===== config.mk =====
export PLATFORM = sky130hd
export DESIGN_NAME = ppu_reg_file
export DESIGN_NICKNAME = d
export VERILOG_FILES = /design/src/rtl/ppu_pkg.sv /design/src/rtl/ppu_data_port.sv /design/src/rtl/ppu_reg_file.sv
export SDC_FILE = /design/constraint.sdc
export NUM_CORES = 1
export LEC_CHECK = 0
export ABC_AREA = 1
export BUFFER_PORTS_ARGS = -buffer_cell sky130_fd_sc_hd__buf_2
export CAP_MARGIN = 10
export CORE_UTILIZATION = 49
export DETAILED_ROUTE_END_ITERATION = 10
export GPL_TIMING_DRIVEN = 1
export PLACE_DENSITY = 0.77
export SLEW_MARGIN = 10
export SYNTH_ARGS = -nofsm -noshare
export SYNTH_HDL_FRONTEND = slang
export SYNTH_SLANG_ARGS = --single-unit

===== constraint.sdc =====
create_clock -name clk -period 2.1 [get_ports clk]
set_clock_uncertainty 0.05 [all_clocks]
set_input_delay 0.525 -clock clk [delete_from_list [all_inputs] [get_ports clk]]
set_output_delay 0.525 -clock clk [all_outputs]
set_load 0.005 [all_outputs]

===== src/rtl/ppu_pkg.sv =====
// ----------------------------------------------------------------------------
// ppu_pkg
// Shared types for the PPU CPU-facing register window.
//   ppu_reg_e     : register index within the $2000-$2007 window
//   loopy_addr_t  : layout of the loopy t/v scroll address
//   dp_state_e    : $2007 data-port sequencer states
//   vaddr_step()  : v increment selected by PPUCTRL[2]
// ----------------------------------------------------------------------------
package ppu_pkg;

    typedef enum logic [2:0] {
        REG_PPUCTRL   = 3'd0,
        REG_PPUMASK   = 3'd1,
        REG_PPUSTATUS = 3'd2,
        REG_OAMADDR   = 3'd3,
        REG_OAMDATA   = 3'd4,
        REG_PPUSCROLL = 3'd5,
        REG_PPUADDR   = 3'd6,
        REG_PPUDATA   = 3'd7
    } ppu_reg_e;

    typedef struct packed {
        logic [2:0] fine_y;
        logic [1:0] nt;
        logic [4:0] coarse_y;
        logic [4:0] coarse_x;
    } loopy_addr_t;

    typedef enum logic [2:0] {
        DP_IDLE,
        DP_WR,
        DP_RD,
        DP_LATCH,
        DP_INC
    } dp_state_e;

    localparam logic [13:0] PAL_BASE_DEFAULT = 14'h3F00;
    localparam int unsigned VADDR_W_DEFAULT  = 14;

    function automatic logic [14:0] vaddr_step(input logic inc32);
        return inc32 ? 15'd32 : 15'd1;
    endfunction

endpackage


===== src/rtl/ppu_data_port.sv =====
// ----------------------------------------------------------------------------
// ppu_data_port
// $2007 sequencer: owns the loopy v register, the buffered-read latch and
// the VRAM write strobe.
//   clk, reset_n      : clock, async active-low reset
//   i_start_wr/rd     : $2007 write/read strobe (ignored unless idle)
//   i_wdata           : $2007 write data
//   i_inc32           : PPUCTRL[2], selects +32 instead of +1
//   i_v_load/_val     : $2006 second-write load of v
//   i_vram_rdata      : VRAM read data (1-clk latency)
//   o_vram_addr/wdata/we : VRAM port
//   o_rd_valid/o_rd_data : read result, valid for one clk in LATCH
// ----------------------------------------------------------------------------
module ppu_data_port
    import ppu_pkg::*;
#(
    parameter logic [13:0] PAL_BASE = PAL_BASE_DEFAULT,
    parameter int unsigned VADDR_W  = VADDR_W_DEFAULT
) (
    input  logic               clk,
    input  logic               reset_n,
    input  logic               i_start_wr,
    input  logic               i_start_rd,
    input  logic [7:0]         i_wdata,
    input  logic               i_inc32,
    input  logic               i_v_load,
    input  logic [14:0]        i_v_load_val,
    input  logic [7:0]         i_vram_rdata,
    output logic [VADDR_W-1:0] o_vram_addr,
    output logic [7:0]         o_vram_wdata,
    output logic               o_vram_we,
    output logic               o_rd_valid,
    output logic [7:0]         o_rd_data
);

    dp_state_e   r_state;
    logic [14:0] r_v;
    logic [7:0]  r_buf;
    logic [14:0] w_v_base;
    logic        w_pal;

    // A $2006 load landing on the INC edge is incremented, so INC always
    // works from the most recent v.
    assign w_v_base    = i_v_load ? i_v_load_val : r_v;
    assign w_pal       = (r_v[13:0] >= PAL_BASE);
    assign o_vram_addr = r_v[VADDR_W-1:0];
    assign o_rd_valid  = (r_state == DP_LATCH);
    // Palette reads bypass the buffer; everything else returns the old buffer.
    assign o_rd_data   = w_pal ? i_vram_rdata : r_buf;

    always_ff @(posedge clk or negedge reset_n) begin
        if (!reset_n) begin
            r_state      <= DP_IDLE;
            r_v          <= '0;
            r_buf        <= '0;
            o_vram_we    <= 1'b0;
            o_vram_wdata <= '0;
        end else begin
            o_vram_we <= 1'b0;
            case (r_state)
                DP_IDLE: begin
                    if (i_start_wr) begin
                        r_state      <= DP_WR;
                        o_vram_we    <= 1'b1;
                        o_vram_wdata <= i_wdata;
                    end else if (i_start_rd) begin
                        r_state <= DP_RD;
                    end
                end
                DP_WR:    r_state <= DP_INC;
                DP_RD:    r_state <= DP_LATCH;
                DP_LATCH: begin
                    r_buf   <= i_vram_rdata;
                    r_state <= DP_INC;
                end
                DP_INC:   r_state <= DP_IDLE;
                default:  r_state <= DP_IDLE;
            endcase

            if (r_state == DP_INC) begin
                r_v <= w_v_base + vaddr_step(i_inc32);
            end else if (i_v_load) begin
                r_v <= i_v_load_val;
            end
        end
    end

endmodule


===== src/rtl/ppu_reg_file.sv =====
// ----------------------------------------------------------------------------
// ppu_reg_file
// PPU-side responder for the CPU $2000-$2007 register window.
//   clk, reset_n                 : clock, async active-low reset
//   cs, reg_addr, WE, data_in    : one-clk CPU access strobe, index, dir, data
//   data_out                     : CPU read data (held until next read)
//   vblank_set, frame_clr,
//   spr0_hit_set, spr_ovf_set    : timing pulses driving PPUSTATUS
//   vram_addr/data_in/data_out/WE: VRAM port (v, 1-clk read latency)
//   oam_addr/data_in/data_out/WE : OAM port (1-clk read latency)
//   ppu_ctrl, ppu_mask           : control registers to the renderer
//   loopy_t, fine_x              : scroll temp address and fine X
//   nmi_n                        : level NMI, ~(ctrl[7] & vblank)
// ----------------------------------------------------------------------------
module ppu_reg_file
    import ppu_pkg::*;
#(
    parameter logic [13:0] PAL_BASE = 14'h3F00,
    parameter int unsigned VADDR_W  = 14
) (
    input  logic               clk,
    input  logic               reset_n,
    input  logic               cs,
    input  logic [2:0]         reg_addr,
    input  logic               WE,
    input  logic [7:0]         data_in,
    output logic [7:0]         data_out,
    input  logic               vblank_set,
    input  logic               frame_clr,
    input  logic               spr0_hit_set,
    input  logic               spr_ovf_set,
    output logic [VADDR_W-1:0] vram_addr,
    input  logic [7:0]         vram_data_in,
    output logic [7:0]         vram_data_out,
    output logic               vram_WE,
    output logic [7:0]         oam_addr,
    input  logic [7:0]         oam_data_in,
    output logic [7:0]         oam_data_out,
    output logic               oam_WE,
    output logic [7:0]         ppu_ctrl,
    output logic [7:0]         ppu_mask,
    output logic [14:0]        loopy_t,
    output logic [2:0]         fine_x,
    output logic               nmi_n
);

    ppu_reg_e    w_reg;
    logic        w_wr;
    logic        w_rd;
    logic        w_v_load;
    logic [14:0] w_v_load_val;
    logic        w_dp_rd_valid;
    logic [7:0]  w_dp_rd_data;

    logic [7:0]  r_ctrl;
    logic [7:0]  r_mask;
    logic        r_vblank;
    logic        r_spr0;
    logic        r_ovf;
    logic        r_w;
    logic [2:0]  r_x;
    loopy_addr_t r_t;
    logic [7:0]  r_io_latch;
    logic [7:0]  r_oam_addr;
    logic        r_oam_we;
    logic [7:0]  r_oam_wdata;
    logic        r_oam_rd_pend;
    logic [7:0]  r_data_out;

    assign w_reg        = ppu_reg_e'(reg_addr);
    assign w_wr         = cs & WE;
    assign w_rd         = cs & ~WE;
    assign w_v_load     = w_wr & (w_reg == REG_PPUADDR) & r_w;
    assign w_v_load_val = {r_t[14:8], data_in};

    ppu_data_port #(
        .PAL_BASE (PAL_BASE),
        .VADDR_W  (VADDR_W)
    ) u_data_port (
        .clk          (clk),
        .reset_n      (reset_n),
        .i_start_wr   (w_wr & (w_reg == REG_PPUDATA)),
        .i_start_rd   (w_rd & (w_reg == REG_PPUDATA)),
        .i_wdata      (data_in),
        .i_inc32      (r_ctrl[2]),
        .i_v_load     (w_v_load),
        .i_v_load_val (w_v_load_val),
        .i_vram_rdata (vram_data_in),
        .o_vram_addr  (vram_addr),
        .o_vram_wdata (vram_data_out),
        .o_vram_we    (vram_WE),
        .o_rd_valid   (w_dp_rd_valid),
        .o_rd_data    (w_dp_rd_data)
    );

    assign data_out     = r_data_out;
    assign oam_addr     = r_oam_addr;
    assign oam_data_out = r_oam_wdata;
    assign oam_WE       = r_oam_we;
    assign ppu_ctrl     = r_ctrl;
    assign ppu_mask     = r_mask;
    assign loopy_t      = r_t;
    assign fine_x       = r_x;
    assign nmi_n        = ~(r_ctrl[7] & r_vblank);

    // STATUS flags: frame_clr beats any set pulse; a $2002 read on the same
    // edge as vblank_set keeps the flag clear (read suppression).
    always_ff @(posedge clk or negedge reset_n) begin
        if (!reset_n) begin
            r_vblank <= 1'b0;
            r_spr0   <= 1'b0;
            r_ovf    <= 1'b0;
        end else begin
            if (frame_clr) begin
                r_vblank <= 1'b0;
            end else if (w_rd && (w_reg == REG_PPUSTATUS)) begin
                r_vblank <= 1'b0;
            end else if (vblank_set) begin
                r_vblank <= 1'b1;
            end

            if (frame_clr) begin
                r_spr0 <= 1'b0;
            end else if (spr0_hit_set) begin
                r_spr0 <= 1'b1;
            end

            if (frame_clr) begin
                r_ovf <= 1'b0;
            end else if (spr_ovf_set) begin
                r_ovf <= 1'b1;
            end
        end
    end

    // Register writes, scroll latches and OAM port.
    always_ff @(posedge clk or negedge reset_n) begin
        if (!reset_n) begin
            r_ctrl      <= '0;
            r_mask      <= '0;
            r_w         <= 1'b0;
            r_x         <= '0;
            r_t         <= '0;
            r_io_latch  <= '0;
            r_oam_addr  <= '0;
            r_oam_we    <= 1'b0;
            r_oam_wdata <= '0;
        end else begin
            r_oam_we <= 1'b0;
            // Post-increment once the OAM write strobe has been seen.
            if (r_oam_we) begin
                r_oam_addr <= r_oam_addr + 8'd1;
            end

            if (w_rd && (w_reg == REG_PPUSTATUS)) begin
                r_w <= 1'b0;
            end

            if (w_wr) begin
                r_io_latch <= data_in;
                case (w_reg)
                    REG_PPUCTRL: begin
                        r_ctrl <= data_in;
                        r_t.nt <= data_in[1:0];
                    end
                    REG_PPUMASK: r_mask <= data_in;
                    REG_OAMADDR: r_oam_addr <= data_in;
                    REG_OAMDATA: begin
                        r_oam_we    <= 1'b1;
                        r_oam_wdata <= data_in;
                    end
                    REG_PPUSCROLL: begin
                        if (!r_w) begin
                            r_t.coarse_x <= data_in[7:3];
                            r_x          <= data_in[2:0];
                            r_w          <= 1'b1;
                        end else begin
                            r_t.fine_y   <= data_in[2:0];
                            r_t.coarse_y <= data_in[7:3];
                            r_w          <= 1'b0;
                        end
                    end
                    REG_PPUADDR: begin
                        if (!r_w) begin
                            r_t[14:8] <= {1'b0, data_in[5:0]};
                            r_w       <= 1'b1;
                        end else begin
                            r_t[7:0] <= data_in;
                            r_w      <= 1'b0;
                        end
                    end
                    default: ;
                endcase
            end
        end
    end

    // CPU read data. $2004 waits one clk for OAM, $2007 comes from the
    // data port in LATCH; everything else is returned on the strobe edge.
    always_ff @(posedge clk or negedge reset_n) begin
        if (!reset_n) begin
            r_data_out    <= '0;
            r_oam_rd_pend <= 1'b0;
        end else begin
            r_oam_rd_pend <= w_rd & (w_reg == REG_OAMDATA);
            if (w_dp_rd_valid) begin
                r_data_out <= w_dp_rd_data;
            end else if (r_oam_rd_pend) begin
                r_data_out <= oam_data_in;
            end else if (w_rd) begin
                case (w_reg)
                    REG_PPUSTATUS: r_data_out <= {r_vblank, r_spr0, r_ovf, r_io_latch[4:0]};
                    REG_OAMDATA:   ;
                    REG_PPUDATA:   ;
                    default:       r_data_out <= r_io_latch;
                endcase
            end
        end
    end

endmodule


# Yosys cells after proc, flatten, opt, wreduce, memory -nomap -nowiden
# Cells that the tools add are included.
# totals
reg_bits	107
output_inout_bits	83
word_cells	113
# classes
n_addsub	2
magnitude_cmp	1
bitwise_logic	11
reduce_logical	22
n_mux	37
n_eq_ne	17
# op_table
operator	n
8-bit 2-to-1 mux	8
15-bit 2-to-1 mux	2
10-bit one-hot mux with 2 select lines	1
8-bit one-hot mux with 2 select lines	1
15-bit adder	1
3-bit equality test, second input constant	5
1-bit 2-to-1 mux	15
14-bit greater-or-equal comparator, second input constant	1
3-bit by 2-bit equality test with 1-bit output, second input constant	4
4-bit AND reduction	3
5-bit 2-to-1 mux	2
2-bit AND reduction	5
3-bit 2-to-1 mux	3
3-bit one-hot mux with 3 select lines	1
8-bit by 1-bit adder with 8-bit output, second input constant	1
1-bit AND	8
2-bit inequality test, second input constant	4
2-bit nonzero test	4
7-bit 2-to-1 mux	1
3-bit by 1-bit equality test with 1-bit output, second input constant	2
3-bit zero test	2
6-bit 2-to-1 mux	1
3-bit by 1-bit inequality test with 1-bit output, second input constant	2
3-bit one-hot mux with 2 select lines	1
6 further kinds	12

# Longest topological paths before layout
# Gate-level depths: netlist (run 1).
# depth
depth_word	6
depth_mapped	16
depth_no_buf	15

# Hierarchy
# A second synthesis (run 1) with hierarchy kept.
# hier_totals
hier_cells	643
area_unflattened_um2	5122.4
# by_module_without_submodules
module	cells_per_inst	n_inst	area_per_inst_um2	seq_area_each_um2
ppu_reg_file	402	1	3258.1	1801.7
ppu_data_port	241	1	1864.3	850.8

# Worst setup path after synthesis (run 1)
# OpenSTA, ideal clock, no wires.
# synth_path
kind	input port to flip-flop
startpoint	input reg_addr[1]
endpoint	register u_data_port.r_v[12]
slack_ns	-0.502
stages	14
t_required_ns	1.933
n_path_buf	2
arrival_ns	2.435
setup_time_ns	0.117
path_cell_list	buf_2 nand3_4 nor2_4 nand2_4 buf_6 o21ai_0 ha_1 ha_1 nand2_1 or2_1 o21ai_4 nand3_1 nand2_1 nand2_1
# synth_via
elab_chain_len	6
# synth_lines
item	line	rtl
from (decl)	ppu_reg_file.sv:24	input logic [2:0] reg_addr,
3-bit equality test (*)	ppu_reg_file.sv:73	assign w_v_load = w_wr & (w_reg == REG_PPUADDR) & r_w;
1-bit AND (*) (2 in a row)	ppu_reg_file.sv:73	
15-bit 2-to-1 mux (*)	n/a	
15-bit adder	ppu_data_port.sv:81	r_v <= w_v_base + vaddr_step(i_inc32);
15-bit 2-to-1 mux (*)	ppu_data_port.sv:80	if (r_state == DP_INC) begin
to (signal assigned)	ppu_data_port.sv:81	
to (signal assigned)	ppu_data_port.sv:83	r_v <= i_v_load_val;
to (decl)	ppu_data_port.sv:37	logic [14:0] r_v;
# Every way passes the cells marked *; elsewhere a longest branch is shown, timed or not.
# A chain may end at the register's enable or synchronous reset.

# Worst setup path in the final report (run 1)
# layout_path
startpoint	input reg_addr[0]
endpoint	register u_data_port.r_v[12]
# Same word-level chain as after synthesis.

==> results of run 1 <==
[logic make-up after synthesis]
logic type	synth area share
buffers and inverters	0.05822
DFF	0.5320
muxes	0.05395
and+or+nand+nor	0.1942
xor gates and xnor gates	0.01757
adders and majority gates	0.01004
AOI/OAI and AO/OA	0.1340
[cells in the mapped netlist (all sizes together)]
cell type,count
nand2,149
dfrtp,106
o21ai,81
inv,55
nor2,41
a21oi,23
mux2,23
nand3,18
clkbuf,16
nor3,7
o21a,7
nand4,6
xor2,6
ha,4
o211ai,4
xnor2,4
a31oi,3
buf,3
or2,2
a311o,1
and2,1
mux2i,1
nand3b,1
o21bai,1
o22ai,1
o31ai,1
[report_power, final]
part           internal [mW]  switching (mW)  total [mW]  leakage, nW
combinational           1.07            1.16        2.23         1.83
clock                  0.696           0.679        1.37        0.112
sequential              2.68           0.447        3.12         1.30
[final cells by class]
| cell class | instances | area [um2] | share of cell area |
|---|---|---|---|
| Clock buffer | 10 | 137.6 | 0.02199 |
| Clock inverter | 5 | 78.83 | 0.01259 |
| Inverter | 55 | 206.4 | 0.03298 |
| Multi-Input combinational cell | 385 | 2102 | 0.3358 |
| Sequential cell | 106 | 2653 | 0.4237 |
| Tap cell | 133 | 166.4 | 0.02658 |
| Timing Repair Buffer | 154 | 915.9 | 0.1463 |
[critical path, stage by stage]
cell and delay (ns):
buf_2 0.11, inv_2 0.07, nand3_4 0.09, nor2_4 0.15, nand2_4 0.09, o21ai_4 0.17
ha_4 0.17, ha_4 0.13, nand2_4 0.05, or2_4 0.26, o21ai_4 0.24, nand3_1 0.10
nand2_1 0.07, nand2_1 0.04
[placed cells by master (no fill, tap or decap), types with 4 or more instances in the layout]
master    instances
nor3_1            6
a21oi_1          23
inv_1            53
buf_12            4
buf_4            34
clkbuf_8         10
mux2_2           23
nor2_1           38
buf_2           116
nand2_2           4
xnor2_1           4
dfrtp_1         106
xor2_1            6
o211ai_1          4
nand2_1         142
o21ai_1           4
nand3_1          15
o21a_1            7
o21ai_0          74
nand4_1           5
[what timing repair did]
item	4_1_cts	5_1_grt
setup endpoints to repair	0	8
setup buffers	0	1
gates resized for setup	0	12
[flip-flops by register name, indices dropped and copies added, names as in the netlist, 3 cells and up]
| register | cells |
|---|---|
| loopy_t | 15 |
| u_data_port.r_v | 14 |
| data_out | 8 |
| oam_addr | 8 |
| oam_data_out | 8 |
| ppu_ctrl | 8 |
| ppu_mask | 8 |
| r_io_latch | 8 |
| u_data_port.o_vram_wdata | 8 |
| u_data_port.r_buf | 8 |
| fine_x | 3 |
| u_data_port.r_state | 3 |
[metrics by stage]
step	setup TNS [ns]	power (mW)	area, um2	hold WS, ns	util
final	0	6.729	6260	0.05118	0.6375
after global routing	-0.1235	7.214	6260	0.07816	0.6375
after detailed placement	-2.567	5.310	5973	0.4143	0.6083
after global placement	-1.643	5.192	5973	0.4053	0.6083
after floorplan	-1.800	4.240	5005	0.1794	-
after CTS	0	6.696	6190	0.05943	0.6304
[per-layer routing]
layer | GRT usage | vias up | routed length, um
met3 | 0.05356 | 28 | 784
li1 | - | 2133 | -
met5 | 0 | - | 0
met4 | 0.09209 | 0 | 248
met2 | 0.4051 | 160 | 6076
met1 | 0.3470 | 2047 | 5747
[how the worst min path moves through the flow]
stage	from	cells past startpoint	slack, ns	endpoint
after floorplan	reset_n	0	0.18	data_out[0]
after global placement	u_data_port.r_state[2]	1	0.41	u_data_port.r_state[2]
after detailed placement	u_data_port.r_state[2]	1	0.41	u_data_port.r_state[2]
after CTS	reset_n	1	0.06	ppu_mask[5]
after global routing	reset_n	1	0.08	ppu_mask[1]
final	reset_n	1	0.05	ppu_mask[5]
==> impl_metrics.ini, run 1 <==
[setup_path]
crit_start = reg_addr[0]
r2r-start = r_w
cp_max_fo = 7
start_kind = input port
regToRegSetupSlack_ns = 0.10
arrival_ns = 2.26
critical_path_class = in2reg
r2r_end = u_data_port.r_v[12]
crit_required_ns = 2.32
endpoint_kind = register
r2r_cells = 12
endpoint = u_data_port.r_v[12]

[clock_tree]
numCtsBuffers = 9
htree_levels = 3
clock_latency_ns = 0.37
cts_sinks = 106
ctsHoldBuffers = 0
tritoncts = built
root_buffer = clkbuf_8
clk_pin_slew_worst_paths_ns = 0.10
clk_path_buf_depth = 2

[placement]
place_hpwl_mm = 9.471
dp_cells = 832
port_buffers = 117
place.gp.congestion = 0.8806
post-place-ws_ns = -0.3523

[pwr]
power_density_nw_per_um2 = 1075
vdd_ir_drop_max_uv = 429.3
p_leak_nw = 3.247

[die]
initial_core_util = 0.5078
die_area_um2 = 10580
fp.dieH_um = 102.9
core_area_um2 = 9819
ios = 118
die_w_um = 102.9
rows = 36

[drt]
routedWlPerCell_um = 15.16
drt-initial-drc-count = 271
vias = 4368
wl_mm = 12.86
antenna_left = 0
vias_per_cell = 5.151
dr.pass1.iters = 5
drc = 0

[job]
cap_violations = 0

[sta]
hold_viol = 0
setup_viol = 0
max_freq_mhz = 490.7
min_period_ns = 2.038
rsz0062_at_grt = true
report.final.slew_viol_count = 0
fin_crit_sh = 0.9704
max_slew_margin = 0.6213
setup_slack_ns = 0.06224
tightest_slew_ns = 0.5680

[synth]
yosysSeqAreaShare = 0.5320
synth_seq_cells = 106
synth_top_cell_by_area = dfrtp_1
synth_top_area_share = 0.5320
ys_warn_count = 0
syn_nets = 604
netlist_area_um2 = 4986
synth_cells = 565
synth.area.top_cells = dfrtp_1 53%, nand2_1 11%, o21ai_0 7.6%, mux2_2 5.2%, inv_1 4.1%
ys_types = 41
synth.avg_cell_area_um2 = 8.825

[layout]
diodes = 0
fin_nets = 750
fill_cells = 855
final_cells = 848
synthToLayoutAreaGrowth_pct = 25.55
drive_above_1_share = 0.3035

[hold_path]
hp-class = in2async

[global_routing]
overflow = 0
grt_start_max_net_pins = 38
antenna_found_initial = 0
grt_pass1_wl_mm = 20.04
track_usage = 0.2549
first_global_vias = 4087

[outcome]
outcome = finished, final reports clean
Power figures use the tool's default switching activity.
==> run 2, diff against run 1 <==
Settings changed: CORE_UTILIZATION 49 to 54, PLACE_DENSITY 0.77 to 0.8.
Clock period 2.1 ns to 1.9 ns, I/O delays scaled along.
==> run 2 against run 1 <==
The flow now finishes with violations (DRC, setup timing). Worst hold slack improved by 0.19 ns. Final cell count decreased by 0.47%. First-iteration DRC count decreased by 3.3%. Clock-buffer cell count unchanged.
==> impl_metrics.ini, run 2 (synthesized netlist as in run 1, its figures left out) <==
[outcome]
outcome = complete, but fails checks
violations = DRC, setup timing

[global_routing]
use_met1 = 0.3856
grt_start_max_net_pins = 59
grt_use_met3 = 0.05225
overflow = 0
track_usage = 0.2870
grt_pass1_wl_mm = 21.44
first_global_vias = 4434
antenna_found_initial = 0
grt.busiest_layer = met2
met2_usage = 0.4745

[sta]
fin_crit_sh = 1.093
hold_viol = 0
max_slew_margin = 0.6747
setup_slack_ns = -0.1760
max_freq_mhz = 481.7
report.final.slew_viol_count = 0
tightest_slew_ns = 0.4868
holdWs_ns = 0.2383
setup_viol = 11
rsz0062_at_grt = true
min_period_ns = 2.076
tns_ns = -1.001

[setup_path]
critical_path.most_common_cell = nand2_1
crit_family = simple AND/OR/NAND/NOR gates
start_kind = register
endpoint_kind = register
slowest_delay_ns = 0.38
crit_slowest_cell = dfrtp_1
arrival_ns = 2.29
path_cells = buf_4 > nand4_2 > nor2_4 > buf_12 > nand2_1 > nand2_1 > nand2_1 > inv_1 > nand2_1 > o21ai_4 > nand3_1 > nand2_1 > nand2_1
crit_buf_inv = 3
cp_max_fo = 7
crit_required_ns = 2.11
critical_path_class = reg2reg

[job]
cap_violations = 0

[drt]
wl_mm = 13.63
routedWlPerCell_um = 16.14
drt-initial-drc-count = 262
drc = 12
dr.pass1.iters = 8
vias_per_cell = 5.431
antenna_left = 0
vias = 4584

[clock_tree]
htree_levels = 3
tritoncts = built
root_buffer = clkbuf_8
clk_pin_slew_worst_paths_ns = 0.10
clock_latency_ns = 0.37
numCtsBuffers = 9
clk_path_buf_depth = 2
cts_sinks = 106

[pwr]
switching_share = 0.3551
clkPwrFrac = 0.195
p_leak_nw = 3.334
combPwrFrac = 0.348
seqPwrFrac = 0.458
power_mw = 7.544
p_int_mw = 4.865
p_sw_mw = 2.679
vdd_ir_drop_max_uv = 572.2
power_density_nw_per_um2 = 1181

[die]
die_area_um2 = 9622
fp.dieH_um = 98.09
core_area_um2 = 8848
ios = 118
die_w_um = 98.09
rows = 34
initial_core_util = 0.5635

[layout]
final_common_cell = nand2_1
final_util = 0.7221
drive_above_1_share = 0.3288
regArea_um2 = 2653
synthToLayoutAreaGrowth_pct = 28.16
fill_cells = 657
final_cells = 844
diodes = 0
multiInputGateArea_um2 = 2127
layout_common_cells = 141 x nand2_1, 116 x buf_2, 106 x dfrtp_1
fin_nets = 770
largest_reg_flops = 15

[placement]
place_hpwl_mm = 9.527
dp_cells = 815
port_buffers = 117
place.gp.congestion = 0.9361

[hold_path]
hp-class = in2reg
[run 2: cell types whose count changed in the layout (fill, tap and decap cells not counted), moves of 2 or more]
cell / before / now
inv_6: 0 / 2
buf_4: 34 / 53
nor2_1: 38 / 35
nor2_4: 2 / 4
[run 2: metal layers]
metal | vias to the layer above | wire length, um | part of all wire
met5 | - | 0 | 0
met4 | 0 | 289 | 0.021
li1 | 2174 | - | -
met2 | 207 | 6598 | 0.48
met3 | 27 | 1081 | 0.079
met1 | 2176 | 5656 | 0.42
[run 2: layout make-up]
type | count | area share
clock buffers | 10 | 0.02154
repair buffers | 174 | 0.1659
flip-flops and latches | 106 | 0.4151
well taps | 108 | 0.02115
clock inverters | 6 | 0.01116
inverters | 55 | 0.03231
multi-input cells | 385 | 0.3329
[run 2: per-stage QoR]
step | instance area (um2) | worst slack [ns]
after CTS | 6286 | -0.1039
after floorplan | 5007 | -0.4392
after detailed placement | 5992 | -0.4935
final | 6390 | -0.1760
after global routing | 6390 | -0.3080
after global placement | 5992 | -0.4168
[run 2: what timing repair did]
action                                  in CTS  in global routing
hold buffers                                 1                  0
gates resized for setup                      9                 12
endpoints found under the setup margin       9                 10
hold endpoints to repair                     8                  0
buffers inserted                             5                  7
pin swaps                                    3                  9
[run 2: worst paths after layout]
check	start	endpoint	cells after the start	slack, ns
min	frame_clr	r_ovf	2	0.24
max reg2reg	r_w	u_data_port.r_v[12]	13	-0.18
min in group asynchronous	reset_n	ppu_mask[6]	2	0.42
max in group asynchronous	reset_n	u_data_port.r_v[11]	3	0.84
max	r_w	u_data_port.r_v[12]	13	-0.18
min reg2reg	u_data_port.r_state[2]	u_data_port.r_state[2]	1	0.42
[run 2: power by group through the flow]
stage / Clock [mW] / Combinational [mW] / Sequential, mW
3_5_place_dp: 0 / 2.41 / 3.48
4_1_cts: 1.48 / 2.52 / 3.44
6_report: 1.47 / 2.62 / 3.45
5_1_grt: 1.58 / 2.92 / 3.53
2_1_floorplan: 0 / 1.25 / 3.44
3_3_place_gp: 0 / 2.31 / 3.44
[run 2: worst reg2reg max path, cell delays in order, from the launching register on]
cell and delay, ns:
dfrtp_1 0.38, buf_4 0.14, nand4_2 0.15, nor2_4 0.18
buf_12 0.13, nand2_1 0.05, nand2_1 0.09, nand2_1 0.13
inv_1 0.13, nand2_1 0.10, o21ai_4 0.25, nand3_1 0.10
nand2_1 0.07, nand2_1 0.04
